### config.mk
export PLATFORM = sky130hd
export DESIGN_NAME = fp_add_align_pipe
export DESIGN_NICKNAME = d
export VERILOG_FILES = /design/src/rtl/fp_pkg.sv /design/src/rtl/fp_align_shifter.sv /design/src/rtl/fp_add_align_pipe.sv
export SDC_FILE = /design/constraint.sdc
export NUM_CORES = 1
export LEC_CHECK = 0
export CORE_MARGIN = 3
export CORE_UTILIZATION = 42
export DETAILED_ROUTE_END_ITERATION = 8
export GPL_ROUTABILITY_DRIVEN = 0
export PLACE_DENSITY = 0.64
export SETUP_SLACK_MARGIN = 0.15
export SYNTH_ARGS = -nofsm -noshare
export SYNTH_HDL_FRONTEND = slang
export SYNTH_SLANG_ARGS = --single-unit
### constraint.sdc
create_clock -name clk_in -period 9.9 [get_ports clk_in]
set_input_delay 1.98 -clock clk_in [delete_from_list [all_inputs] [get_ports clk_in]]
set_output_delay 1.98 -clock clk_in [all_outputs]
set_load 0.01 [all_outputs]
### src/rtl/fp_pkg.sv
// Shared floating-point format constants and helpers for the adder front end.
// Covers half, single and double precision layouts and operand classification.
package fp_pkg;

   localparam int HALF_EXPO_W   = 5;
   localparam int HALF_MENT_W   = 10;
   localparam int SINGLE_EXPO_W = 8;
   localparam int SINGLE_MENT_W = 23;
   localparam int DOUBLE_EXPO_W = 11;
   localparam int DOUBLE_MENT_W = 52;

   // Guard, round and sticky bits appended below the mantissa during alignment.
   localparam int GRS_W = 3;

   function automatic int aln_width(input int ment_w);
      return ment_w + 1 + GRS_W;
   endfunction

   function automatic int exp_bias(input int expo_w);
      return (1 << (expo_w - 1)) - 1;
   endfunction

   localparam int SINGLE_BIAS = exp_bias(SINGLE_EXPO_W);

   typedef enum logic [1:0] {
      CLS_ZERO   = 2'd0,
      CLS_FINITE = 2'd1,
      CLS_INF    = 2'd2,
      CLS_NAN    = 2'd3
   } fp_class_e;

endpackage

### src/rtl/fp_align_shifter.sv
// Combinational right barrel shift that ORs every bit shifted out into bit 0.
// Shifts of ALN_WIDTH or more collapse the whole input into the sticky bit.
module fp_align_shifter #(
   parameter int ALN_WIDTH   = 27,
   parameter int SHIFT_WIDTH = 8
) (
   input  logic [ALN_WIDTH-1:0]   data_i,
   input  logic [SHIFT_WIDTH-1:0] shift_i,
   output logic [ALN_WIDTH-1:0]   data_o
);

   logic [ALN_WIDTH-1:0] shifted;
   logic [ALN_WIDTH-1:0] lost_mask;
   logic                 sticky;

   // NOTE: every variable gets a default at the top of always_comb so no path can infer a latch.
   always_comb begin
      shifted   = '0;
      lost_mask = '0;
      sticky    = 1'b0;
      if (int'(shift_i) >= ALN_WIDTH) begin
         sticky = |data_i;
      end else begin
         shifted   = data_i >> shift_i;
         lost_mask = ~({ALN_WIDTH{1'b1}} << shift_i);
         sticky    = |(data_i & lost_mask);
      end
      data_o = {shifted[ALN_WIDTH-1:1], shifted[0] | sticky};
   end

endmodule

### src/rtl/fp_add_align_pipe.sv
// Two-stage front end of the FP adder: unpack/compare/swap, then align with sticky.
// Valid/ready on both sides; a stalled output holds every field stable.
module fp_add_align_pipe
   import fp_pkg::*;
#(
   parameter int  DATA_WIDTH = 1 + SINGLE_EXPO_W + SINGLE_MENT_W,
   parameter int  EXPO_WIDTH = SINGLE_EXPO_W,
   parameter int  MENT_WIDTH = SINGLE_MENT_W,
   localparam int ALN_WIDTH  = aln_width(MENT_WIDTH)
) (
   input  logic                  clk_in,
   input  logic                  rst_in,
   input  logic                  valid_in,
   output logic                  ready_out,
   input  logic [DATA_WIDTH-1:0] floating1_in,
   input  logic [DATA_WIDTH-1:0] floating2_in,
   input  logic                  op_sub_in,
   output logic                  valid_out,
   input  logic                  ready_in,
   output logic [MENT_WIDTH:0]   bigger_mant_out,
   output logic [ALN_WIDTH-1:0]  aligned_mant_out,
   output logic [EXPO_WIDTH-1:0] bigger_exponent_out,
   output logic [EXPO_WIDTH-1:0] exp_diff_out,
   output logic                  swap_out,
   output logic                  eff_sub_out,
   output logic                  result_sign_out,
   output logic                  nan_out,
   output logic                  inf_out
);

   typedef struct packed {
      logic [MENT_WIDTH:0]   big_mant;
      logic [MENT_WIDTH:0]   small_mant;
      logic [EXPO_WIDTH-1:0] big_exp;
      logic [EXPO_WIDTH-1:0] diff;
      logic                  swap;
      logic                  eff_sub;
      logic                  sign;
      logic                  nan;
      logic                  inf;
   } s1_t;

   typedef struct packed {
      logic [MENT_WIDTH:0]   big_mant;
      logic [ALN_WIDTH-1:0]  aligned;
      logic [EXPO_WIDTH-1:0] big_exp;
      logic [EXPO_WIDTH-1:0] diff;
      logic                  swap;
      logic                  eff_sub;
      logic                  sign;
      logic                  nan;
      logic                  inf;
   } s2_t;

   function automatic fp_class_e classify(input logic [EXPO_WIDTH-1:0] e,
                                          input logic [MENT_WIDTH-1:0] m);
      if (&e)           return (|m) ? CLS_NAN : CLS_INF;
      else if (|{e, m}) return CLS_FINITE;
      else              return CLS_ZERO;
   endfunction

   logic                  sign_a, sign_b, sign_b_eff;
   logic [EXPO_WIDTH-1:0] exp_a, exp_b, eexp_a, eexp_b;
   logic [MENT_WIDTH-1:0] mant_a, mant_b;
   logic                  hid_a, hid_b;
   logic [EXPO_WIDTH:0]   diff_wide, diff_abs;
   fp_class_e             cls_a, cls_b;

   s1_t                   s1_d, s1_q;
   s2_t                   s2_d, s2_q;
   logic                  v1_q, v2_q;
   logic                  s1_load, s2_adv;
   logic [ALN_WIDTH-1:0]  aligned_w;

   always_comb begin
      {sign_a, exp_a, mant_a} = floating1_in;
      {sign_b, exp_b, mant_b} = floating2_in;
      hid_a      = |exp_a;
      hid_b      = |exp_b;
      eexp_a     = hid_a ? exp_a : EXPO_WIDTH'(1);
      eexp_b     = hid_b ? exp_b : EXPO_WIDTH'(1);
      sign_b_eff = sign_b ^ op_sub_in;
      cls_a      = classify(exp_a, mant_a);
      cls_b      = classify(exp_b, mant_b);

      // Hidden bit takes part in the compare so a subnormal never beats the smallest normal.
      s1_d.swap    = {eexp_b, hid_b, mant_b} > {eexp_a, hid_a, mant_a};
      s1_d.eff_sub = sign_a ^ sign_b_eff;
      s1_d.sign    = s1_d.swap ? sign_b_eff : sign_a;

      diff_wide = {1'b0, eexp_a} - {1'b0, eexp_b};
      diff_abs  = diff_wide[EXPO_WIDTH] ? -diff_wide : diff_wide;
      s1_d.diff = diff_abs[EXPO_WIDTH-1:0];

      s1_d.big_exp    = s1_d.swap ? eexp_b : eexp_a;
      s1_d.big_mant   = s1_d.swap ? {hid_b, mant_b} : {hid_a, mant_a};
      s1_d.small_mant = s1_d.swap ? {hid_a, mant_a} : {hid_b, mant_b};

      s1_d.nan = (cls_a == CLS_NAN) || (cls_b == CLS_NAN) ||
                 ((cls_a == CLS_INF) && (cls_b == CLS_INF) && s1_d.eff_sub);
      s1_d.inf = ((cls_a == CLS_INF) || (cls_b == CLS_INF)) && !s1_d.nan;
   end

   fp_align_shifter #(
      .ALN_WIDTH  (ALN_WIDTH),
      .SHIFT_WIDTH(EXPO_WIDTH)
   ) u_shifter (
      .data_i (ALN_WIDTH'({s1_q.small_mant, {GRS_W{1'b0}}})),
      .shift_i(s1_q.diff),
      .data_o (aligned_w)
   );

   always_comb begin
      s2_d.big_mant = s1_q.big_mant;
      s2_d.aligned  = aligned_w;
      s2_d.big_exp  = s1_q.big_exp;
      s2_d.diff     = s1_q.diff;
      s2_d.swap     = s1_q.swap;
      s2_d.eff_sub  = s1_q.eff_sub;
      s2_d.sign     = s1_q.sign;
      s2_d.nan      = s1_q.nan;
      s2_d.inf      = s1_q.inf;
   end

   assign s2_adv    = ready_in | ~v2_q;
   assign s1_load   = ~v1_q | s2_adv;
   assign ready_out = s1_load;

   // NOTE: state registers use non-blocking assignments so every flop samples pre-edge values.
   always_ff @(posedge clk_in or posedge rst_in) begin
      if (rst_in) begin
         v1_q <= 1'b0;
         v2_q <= 1'b0;
         s1_q <= '0;
         s2_q <= '0;
      end else begin
         if (s1_load) begin
            v1_q <= valid_in;
            if (valid_in) s1_q <= s1_d;
         end
         if (s2_adv) begin
            v2_q <= v1_q;
            if (v1_q) s2_q <= s2_d;
         end
      end
   end

   assign valid_out           = v2_q;
   assign bigger_mant_out     = s2_q.big_mant;
   assign aligned_mant_out    = s2_q.aligned;
   assign bigger_exponent_out = s2_q.big_exp;
   assign exp_diff_out        = s2_q.diff;
   assign swap_out            = s2_q.swap;
   assign eff_sub_out         = s2_q.eff_sub;
   assign result_sign_out     = s2_q.sign;
   assign nan_out             = s2_q.nan;
   assign inf_out             = s2_q.inf;

endmodule

==> flow_summary.toml, run 1 <==
[sta]
relSlewSlack = 0.1720
finalHoldViolCount = 0
max_freq_mhz = 165.8
tightestPinTransition_ns = 1.242
rsz0062_at_grt = "false"
period_share = 0.6093
clock-skew-final_ns = 0.008962
finalSetupViolCount = 0
setup_tns_ns = 0
fin_crit_ns = 6.032
slew_violations = 0

[die]
fp-row-count = 54
die-area_um2 = 24770
core_area_um2 = 22160
start_util = 0.4343
die_x_um = 157.4
die_h_um = 157.4
ios = 143

[yosys]
mappedNetlistArea_um2 = 9625
syn_inst = 1047
yosys.cell_count.top_type = "dfrtp_1"
ys_top_cells_by_area = "dfrtp_1 (37%), mux2_2 (5.5%), a22o_1 (5.3%)"
synth-async-reset-ratio = 1.000
synth-seq-cells = 143
yosys-top-cells-count = "dfrtp_1 (143), nand2_1 (130), a21oi_1 (71)"
synth-simple-area-share = 0.1575
synth_area_leader_cell = "dfrtp_1"
synth_top_area_frac = 0.3718
syn_avg_cell_area_um2 = 9.193
synth_top_flop_cell = "dfrtp_1"
synth-edff-count = 0
synthXorXnorAreaFrac = 0.01183
synthesis.nets = 1156
synthMuxAreaShare = 0.1148
synthAdderAreaFrac = 0.05278
synth_top_family_by_area = "compound AO/OA/AOI/OAI gates"
synth_cell_types = 67
yosysWarnings = 0
yosysSeqAreaShare = 0.3718
synth_compound_area_frac = 0.2328

[worst_setup_path]
cp_slowest_stage_delay_ns = 0.93
critPathMaxFanout = 28
crit_chain = "clkdlybuf4s50_1 > or4_1 > nor2_1 > nor2_1 > ha_1 > nand4_1 > nor3_1 > a221o_1 > or2_1 > a22o_1 > mux2i_1 > o21ai_0"
reg2reg_depth = 6
cp-startpoint = "floating1_in[24]"
cp_top_family = "simple AND/OR/NAND/NOR gates"
critPathBufInv = 1
startpoint_type = "primary input"
cp_slowest_cell = "or2_1"
endpoint_kind = "flop"
arrival_ns = 6.30
worst-r2r-setup-slack_ns = 7.23
reg2reg_to = "aligned_mant_out[3]"
crit_type = "in -> reg"
worstPathRequired_ns = 10.16
crit_end = "s1_q[2]"
cpMostUsedCell = "nor2_1"
reg2reg_from = "s1_q[7]"
cp_num_cells = 12

[placed_design]
hpwl_um = 19420
portBuffers = 142

[global_routing]
grt_pass1_vias = 8426
grt-ovfl-total = 0
grt_max_degree = 93
grt_antenna_before_repair = 0
track_usage = 0.2341
grt_pass1_wl_um = 46660

[final_layout]
register_area_um2 = 3578
final_nets = 1240
fillers = 2055
fin_util = 0.5264
drive_gt1_frac = 0.1051
area_delta_synth_final_pct = 21.20
multi_input_area_um2 = 5494
diodes = 0

[power]
switching_share = 0.3563
p_per_area_nw_per_um2 = 198.7
p_switching_mw = 0.8259
internal-power_mw = 1.492
seqPwrFrac = 0.360
comb_power_share = 0.373
power_frac_clock = 0.268
vdd.ir_drop.worst_v = 0.0001232
leakagePower_nw = 4.935

[routing]
drt_pre_antenna_iters = 5
drtIter0Drc = 798
drt.antenna.violating_nets = 0
viasPerCell = 6.146
wl_per_cell_um = 19.92
drc = 0
vias = 8739
routed_wl_um = 28330

[clocking]
postCtsSetupBuffers = 0
h-tree-depth = 4
clkLatencyLatePin_ns = 0.43
cts_made_buffers = 17
cts_buffer_depth = 2
cts_tree = "built"
clk_pin_slew_worst_paths_ns = 0.06
cts.repair.resized = 0
cts.sinks = 143
cts_hold_buf = 0
cts_root_buffer = "clkbuf_16"

[flow_run]
maxCapViolations = 0

[outcome]
status = "complete, no violations"

[worst_hold_path]
hold_path_class = "reg -> reg"
-- layer usage --
| layer | global-route usage | up-vias | part of all wire |
|---|---|---|---|
| met4 | 0.06033 | 0 | 0.016 |
| met5 | 0 | - | 0 |
| met2 | 0.3614 | 390 | 0.46 |
| met1 | 0.3351 | 4215 | 0.45 |
| met3 | 0.05142 | 46 | 0.075 |
| li1 | - | 4088 | - |
-- cell usage in the layout, fill, tap and decap left out, drive strengths merged, types with 39 or more instances in the layout --
master         instances
a22o                  58
o21ai                 48
ha                    39
nand3                 40
a21oi                 71
mux2                  47
nand2                131
inv                   40
clkdlybuf4s50        142
nor2                  52
dfrtp                143
-- worst min-delay path, stage by stage, from the launching register on --
cell and delay, ns:
dfrtp_1 0.34, nand2_1 0.04, o21ai_0 0.06
-- state kept, by name (all words and copies together), names as in the netlist --
signal	flops
s1_q	69
aligned_mant_out	27
bigger_mant_out	24
bigger_exponent_out	8
exp_diff_out	8
eff_sub_out	1
inf_out	1
nan_out	1
result_sign_out	1
swap_out	1
v1_q	1
valid_out	1
-- power by group through the flow --
stage	logic (mW)	registers, mW	clock network (mW)
2_1_floorplan	0.532	0.826	0
4_1_cts	0.865	0.831	0.633
6_report	0.864	0.833	0.621
3_5_place_dp	0.861	0.840	0
5_1_grt	0.945	0.854	0.660
3_3_place_gp	0.850	0.839	0
-- worst min-delay path by stage --
stage               startpoint              end  slack, ns  cells past startpoint
2_1_floorplan          s1_q[3]          s1_q[3]       0.44                      2
3_3_place_gp   exp_diff_out[4]  exp_diff_out[4]       0.46                      2
3_5_place_dp           s1_q[3]          s1_q[3]       0.47                      2
4_1_cts                s1_q[3]          s1_q[3]       0.48                      2
5_1_grt        exp_diff_out[4]  exp_diff_out[4]       0.51                      2
6_report               s1_q[7]          s1_q[7]       0.48                      2
-- layout make-up --
cell class / instances / share of cell area
multi-input combinational: 771 / 0.4709
sequential: 143 / 0.3067
timing repair buffer: 156 / 0.1308
clock buffer: 20 / 0.03743
tap: 280 / 0.03003
inverter: 42 / 0.01394
clock inverter: 10 / 0.01008
-- kinds of logic after synthesis --
kind of cell    count (synthesis)
xor+xnor                       13
mux                            87
compound gates                314
simple gates                  317
buf+inv                       133
fa+ha+maj                      40
flops                         143
-- stage by stage --
stage                     hold WS [ns]  instance area (um^2)  setup WS, ns  power, mW  cells
after detailed placement        0.4666                 11110         3.556      1.701   1392
after CTS                       0.4822                 11670         3.969      2.330   1422
after floorplan                 0.4419                  9625         4.082      1.358   1047
final                           0.4759                 11670         3.868      2.318   1422
after global placement          0.4629                 11110         3.713      1.688   1392
after global routing            0.5101                 11670         3.649      2.458   1422
Note: power is estimated with default switching activity, not from simulation.
==> run 2: changes to the inputs <==
PLACE_DENSITY = 0.67   (was 0.64)
clock period = 5 ns   (was 9.9 ns; I/O delays follow)
==> flow_summary.toml, run 2 (synthesis results as in run 1) <==
[worst_hold_path]
hold_start = "s1_q[3]"
holdPathEnd = "s1_q[3]"
whs_path_depth = 2
hold_path_class = "reg -> reg"

[placed_design]
placed_area_um2 = 11190
portBuffers = 142
hpwl_um = 19540
dp_cells = 1397

[global_routing]
grt_max_degree = 85
grt_pass1_vias = 8394
grt_antenna_before_repair = 1
track_usage = 0.2304
grt-ovfl-total = 0
grt_pass1_wl_um = 45990

[die]
start_util = 0.4343
ios = 143
core_area_um2 = 22160
fp-row-count = 54
die_x_um = 157.4
die_h_um = 157.4
die-area_um2 = 24770

[clocking]
cts_buffer_depth = 2
cts.repair.resized = 0
cts_hold_buf = 0
clk_pin_slew_worst_paths_ns = 0.06
cts_tree = "built"
cts_made_buffers = 17
postCtsSetupBuffers = 0
h-tree-depth = 4
cts_root_buffer = "clkbuf_16"
clkLatencyLatePin_ns = 0.43
cts.sinks = 143

[worst_setup_path]
critPathMaxFanout = 46
reg2reg_from = "s1_q[7]"
startpoint_type = "primary input"
critPathBufInv = 3
arrival_ns = 4.66
worstPathRequired_ns = 5.37
cp_slowest_cell = "or4_1"
cp_top_family = "simple AND/OR/NAND/NOR gates"
worst-r2r-setup-slack_ns = 2.22
cpMostUsedCell = "nor2_1"
reg2reg_to = "aligned_mant_out[3]"
reg2reg_depth = 5
crit_type = "in -> reg"
endpoint_kind = "flop"
cp_slowest_stage_delay_ns = 0.55
cp_num_cells = 15
crit_chain = "clkdlybuf4s50_1 > or4_1 > nor2_1 > nor2_1 > ha_1 > fa_1 > a21o_1 > a21oi_1 > o2bb2ai_1 > or2_1 > buf_4 > a211oi_4 > buf_12 > a22o_1 > a211o_1"

[sta]
clock-skew-final_ns = 0.007618
period_share = 0.8589
rsz0062_at_grt = "false"
setup_tns_ns = 0
fin_crit_ns = 4.295
tightestPinTransition_ns = 1.126
hold_ws_ns = 0.4857
finalSetupViolCount = 0
finalHoldViolCount = 0
max_freq_mhz = 232.9
slew_violations = 0
relSlewSlack = 0.2428

[final_layout]
drive_gt1_frac = 0.1123
final_cell_mix = "dfrtp_1 (143), clkdlybuf4s50_1 (142), nand2_1 (128)"
fin_cells = 1430
fillers = 2045
area_delta_synth_final_pct = 22.25
fin_area_um2 = 11770
top_register = "s1_q"
largest_register_ffs = 69
layout_commonest_cell = "dfrtp_1"
final_nets = 1245

[routing]
vias = 8705
drtIter0Drc = 806
wl_per_cell_um = 19.63
drt.antenna.violating_nets = 0
drt_pre_antenna_iters = 5
routed_wl_um = 28070
drc = 0
viasPerCell = 6.087

[outcome]
status = "complete, no violations"

[flow_run]
maxCapViolations = 0

[power]
leakagePower_nw = 4.984
vdd.ir_drop.worst_v = 0.0002494
p_per_area_nw_per_um2 = 392.7
run 2: cell count changes in the layout (fill, tap and decap cells not counted):
cell and delta:
clkbuf_1 -2, inv_6 +2, clkinvlp_4 +1, diode_2 +1, clkinv_2 -1, bufinv_16 -1, buf_12 +3, clkbuf_8 +3
buf_4 +2
run 2: power by group:
group	internal, mW	switching, mW	leakage, nW
clock	0.727	0.527	0.268
combinational	0.829	0.872	2.94
sequential	1.41	0.259	1.77
run 2: area by class of cell:
class,instances,area (um^2),area share
multi-input cells,771,5494,0.4669
flip-flops and latches,143,3578,0.3041
repair buffers,161,1602,0.1361
clock buffers,21,470.5,0.03998
well taps,280,350.3,0.02977
inverters,42,162.7,0.01382
clock inverters,11,107.6,0.009144
diodes,1,2.502,0.0002127
run 2: metal layers:
| layer | share of wire | global-route usage | wire, um |
|---|---|---|---|
| met4 | 0.017 | 0.06777 | 467 |
| met1 | 0.46 | 0.3261 | 12840 |
| met5 | 0 | 0 | 0 |
| met3 | 0.062 | 0.04399 | 1754 |
| met2 | 0.46 | 0.3606 | 13010 |
run 2: worst min-delay path, delay by kind of cell (launching register included):
kind          cells  cell delay [ns]
flops             1             0.35
simple gates      2             0.10
run 2: metrics by stage:
stage               power [mW]  worst slack, ns    util
finish                   4.621           0.7054  0.5310
global placement         3.350           0.4096  0.5048
detailed placement       3.373           0.3194  0.5048
floorplan                2.689           0.1621       -
global route             4.901           0.5444  0.5310
CTS                      4.638           0.7650  0.5309
run 2: worst max-delay path by stage:
stage	start	to	slack, ns
after floorplan	rst_in	aligned_mant_out[0]	0.16
after global placement	floating1_in[24]	s1_q[28]	0.41
after detailed placement	floating1_in[24]	s1_q[41]	0.32
after CTS	floating1_in[24]	s1_q[30]	0.77
after global routing	floating1_in[24]	s1_q[30]	0.54
final	floating1_in[24]	s1_q[23]	0.71
==> run 3: changes to the inputs <==
CORE_UTILIZATION = 28   (was 42)
GPL_ROUTABILITY_DRIVEN = default   (was 0)
PLACE_DENSITY = 0.48   (was 0.67)
clock period = 3.44 ns   (was 5 ns; I/O delays follow)
==> flow_summary.toml, run 3 (synthesis results as in run 1) <==
[power]
leakagePower_nw = 5.961
p_per_area_nw_per_um2 = 529.9
vdd.ir_drop.worst_v = 0.0003614

[final_layout]
area_delta_synth_final_pct = 41.34
fin_util = 0.4037
final_cell_mix = "buf_4 (144), dfrtp_1 (143), nand2_1 (127)"
final_nets = 1399
diodes = 0
multi_input_area_um2 = 5644
top_register = "s1_q"
fillers = 3355
largest_register_ffs = 69
drive_gt1_frac = 0.2387
layout_commonest_cell = "buf_4"
register_area_um2 = 3578

[routing]
vias = 9102
drtIter0Drc = 598
routed_wl_um = 34070
drt.antenna.violating_nets = 0
viasPerCell = 5.198
drc = 0
wl_per_cell_um = 19.46
drt_pre_antenna_iters = 5

[die]
fp-row-count = 67
start_util = 0.2856
ios = 143
die_h_um = 191.4
core_area_um2 = 33700
die_x_um = 191.4
die-area_um2 = 36640

[worst_setup_path]
worstPathRequired_ns = 3.76
crit_chain = "buf_4 > or4_4 > nor2_4 > nor2_2 > ha_2 > nand4_1 > buf_4 > buf_4 > nor4_2 > buf_4 > a211oi_4 > buf_6 > bufbuf_16 > a22o_1 > a211o_1"
cp_slowest_stage_delay_ns = 0.53
worst-r2r-setup-slack_ns = 0.95
reg2reg_depth = 8
arrival_ns = 3.60
cpMostUsedCell = "buf_4"
critPathMaxFanout = 11
startpoint_type = "primary input"
cp_slowest_cell = "or4_4"
critPathBufInv = 6
crit_type = "in -> reg"
cp_num_cells = 15
cp_top_family = "simple AND/OR/NAND/NOR gates"
endpoint_kind = "flop"

[sta]
clock-skew-final_ns = 0.01525
slew_violations = 0
finalSetupViolCount = 0
finalHoldViolCount = 0
fin_crit_ns = 3.281
tightestPinTransition_ns = 0.7056
hold_ws_ns = 0.4770
period_share = 0.9536
relSlewSlack = 0.5286
max_freq_mhz = 304.8
rsz0062_at_grt = "false"

[clocking]
clkLatencyLatePin_ns = 0.44
cts_root_buffer = "clkbuf_16"
cts_made_buffers = 17
clk_pin_slew_worst_paths_ns = 0.06
cts_hold_buf = 0
cts.sinks = 143
cts_tree = "built"
h-tree-depth = 4
cts_buffer_depth = 2

[global_routing]
grt_pass1_vias = 8892
grt-ovfl-total = 0
grt_pass1_wl_um = 52720
grt_max_degree = 76
track_usage = 0.1837
grt_antenna_before_repair = 0

[placed_design]
portBuffers = 142
routabilityCongestion = 0.9176
hpwl_um = 24180

[worst_hold_path]
whs_path_depth = 2
hold_path_class = "reg -> reg"

[outcome]
status = "complete, no violations"

[flow_run]
maxCapViolations = 0
[run 3: layout make-up]
| class | instances | share of cell area |
|---|---|---|
| Multi-Input combinational cell | 771 | 0.4149 |
| Sequential cell | 143 | 0.2630 |
| Timing Repair Buffer | 315 | 0.2235 |
| Tap cell | 448 | 0.04120 |
| Clock buffer | 19 | 0.03256 |
| Clock inverter | 13 | 0.01297 |
| Inverter | 42 | 0.01186 |
[run 3: worst reg2reg max path, stage by stage (launching register included)]
cell and delay [ns]:
dfrtp_1 0.38, buf_4 0.28, buf_4 0.32, mux4_2 0.58
nand2_1 0.12, nor2_1 0.04, a31oi_1 0.23, a21oi_1 0.12
a221o_1 0.32
[run 3: what timing repair did]
action | CTS | global route
gates resized for setup | 29 | 41
buffers inserted | 16 | 7
setup endpoints to repair | 65 | 63
gates cloned | 3 | 3
pin swaps | 12 | 17
[run 3: layer usage]
layer  GRT usage  vias to the layer above  wire length (um)
li1            -                     4414                 -
met1      0.2560                     4394             16000
met2      0.3010                      272             15990
met3     0.03081                       22              1721
met4     0.03697                        0               359
met5           0                        -                 0
[run 3: final timing paths]
kind,start,end
worst max-delay path,floating1_in[23],s1_q[42]
worst min-delay path,aligned_mant_out[11],aligned_mant_out[11]
worst max register to register,s1_q[5],aligned_mant_out[7]
worst min register to register,aligned_mant_out[11],aligned_mant_out[11]
max in group asynchronous,rst_in,s1_q[38]
min in group asynchronous,rst_in,bigger_mant_out[7]
[run 3: metrics by stage]
stage | total power [mW] | setup WS [ns] | cell area, um^2 | setup TNS [ns] | instances
floorplan | 3.921 | -0.02635 | 9681 | -0.5183 | 1047
global placement | 5.133 | -0.6415 | 12480 | -32.43 | 1690
detailed placement | 5.145 | -0.7233 | 12480 | -35.41 | 1690
CTS | 7.229 | 0.1786 | 13350 | 0 | 1741
global route | 7.654 | 0.1121 | 13600 | 0 | 1751
finish | 7.208 | 0.1595 | 13600 | 0 | 1751
[run 3: power by group]
group	total, mW	switching, mW	internal (mW)
Sequential	2.40	0.357	2.04
Clock	2.00	0.821	1.18
Combinational	2.81	1.41	1.40
Total	7.21	2.59	4.62
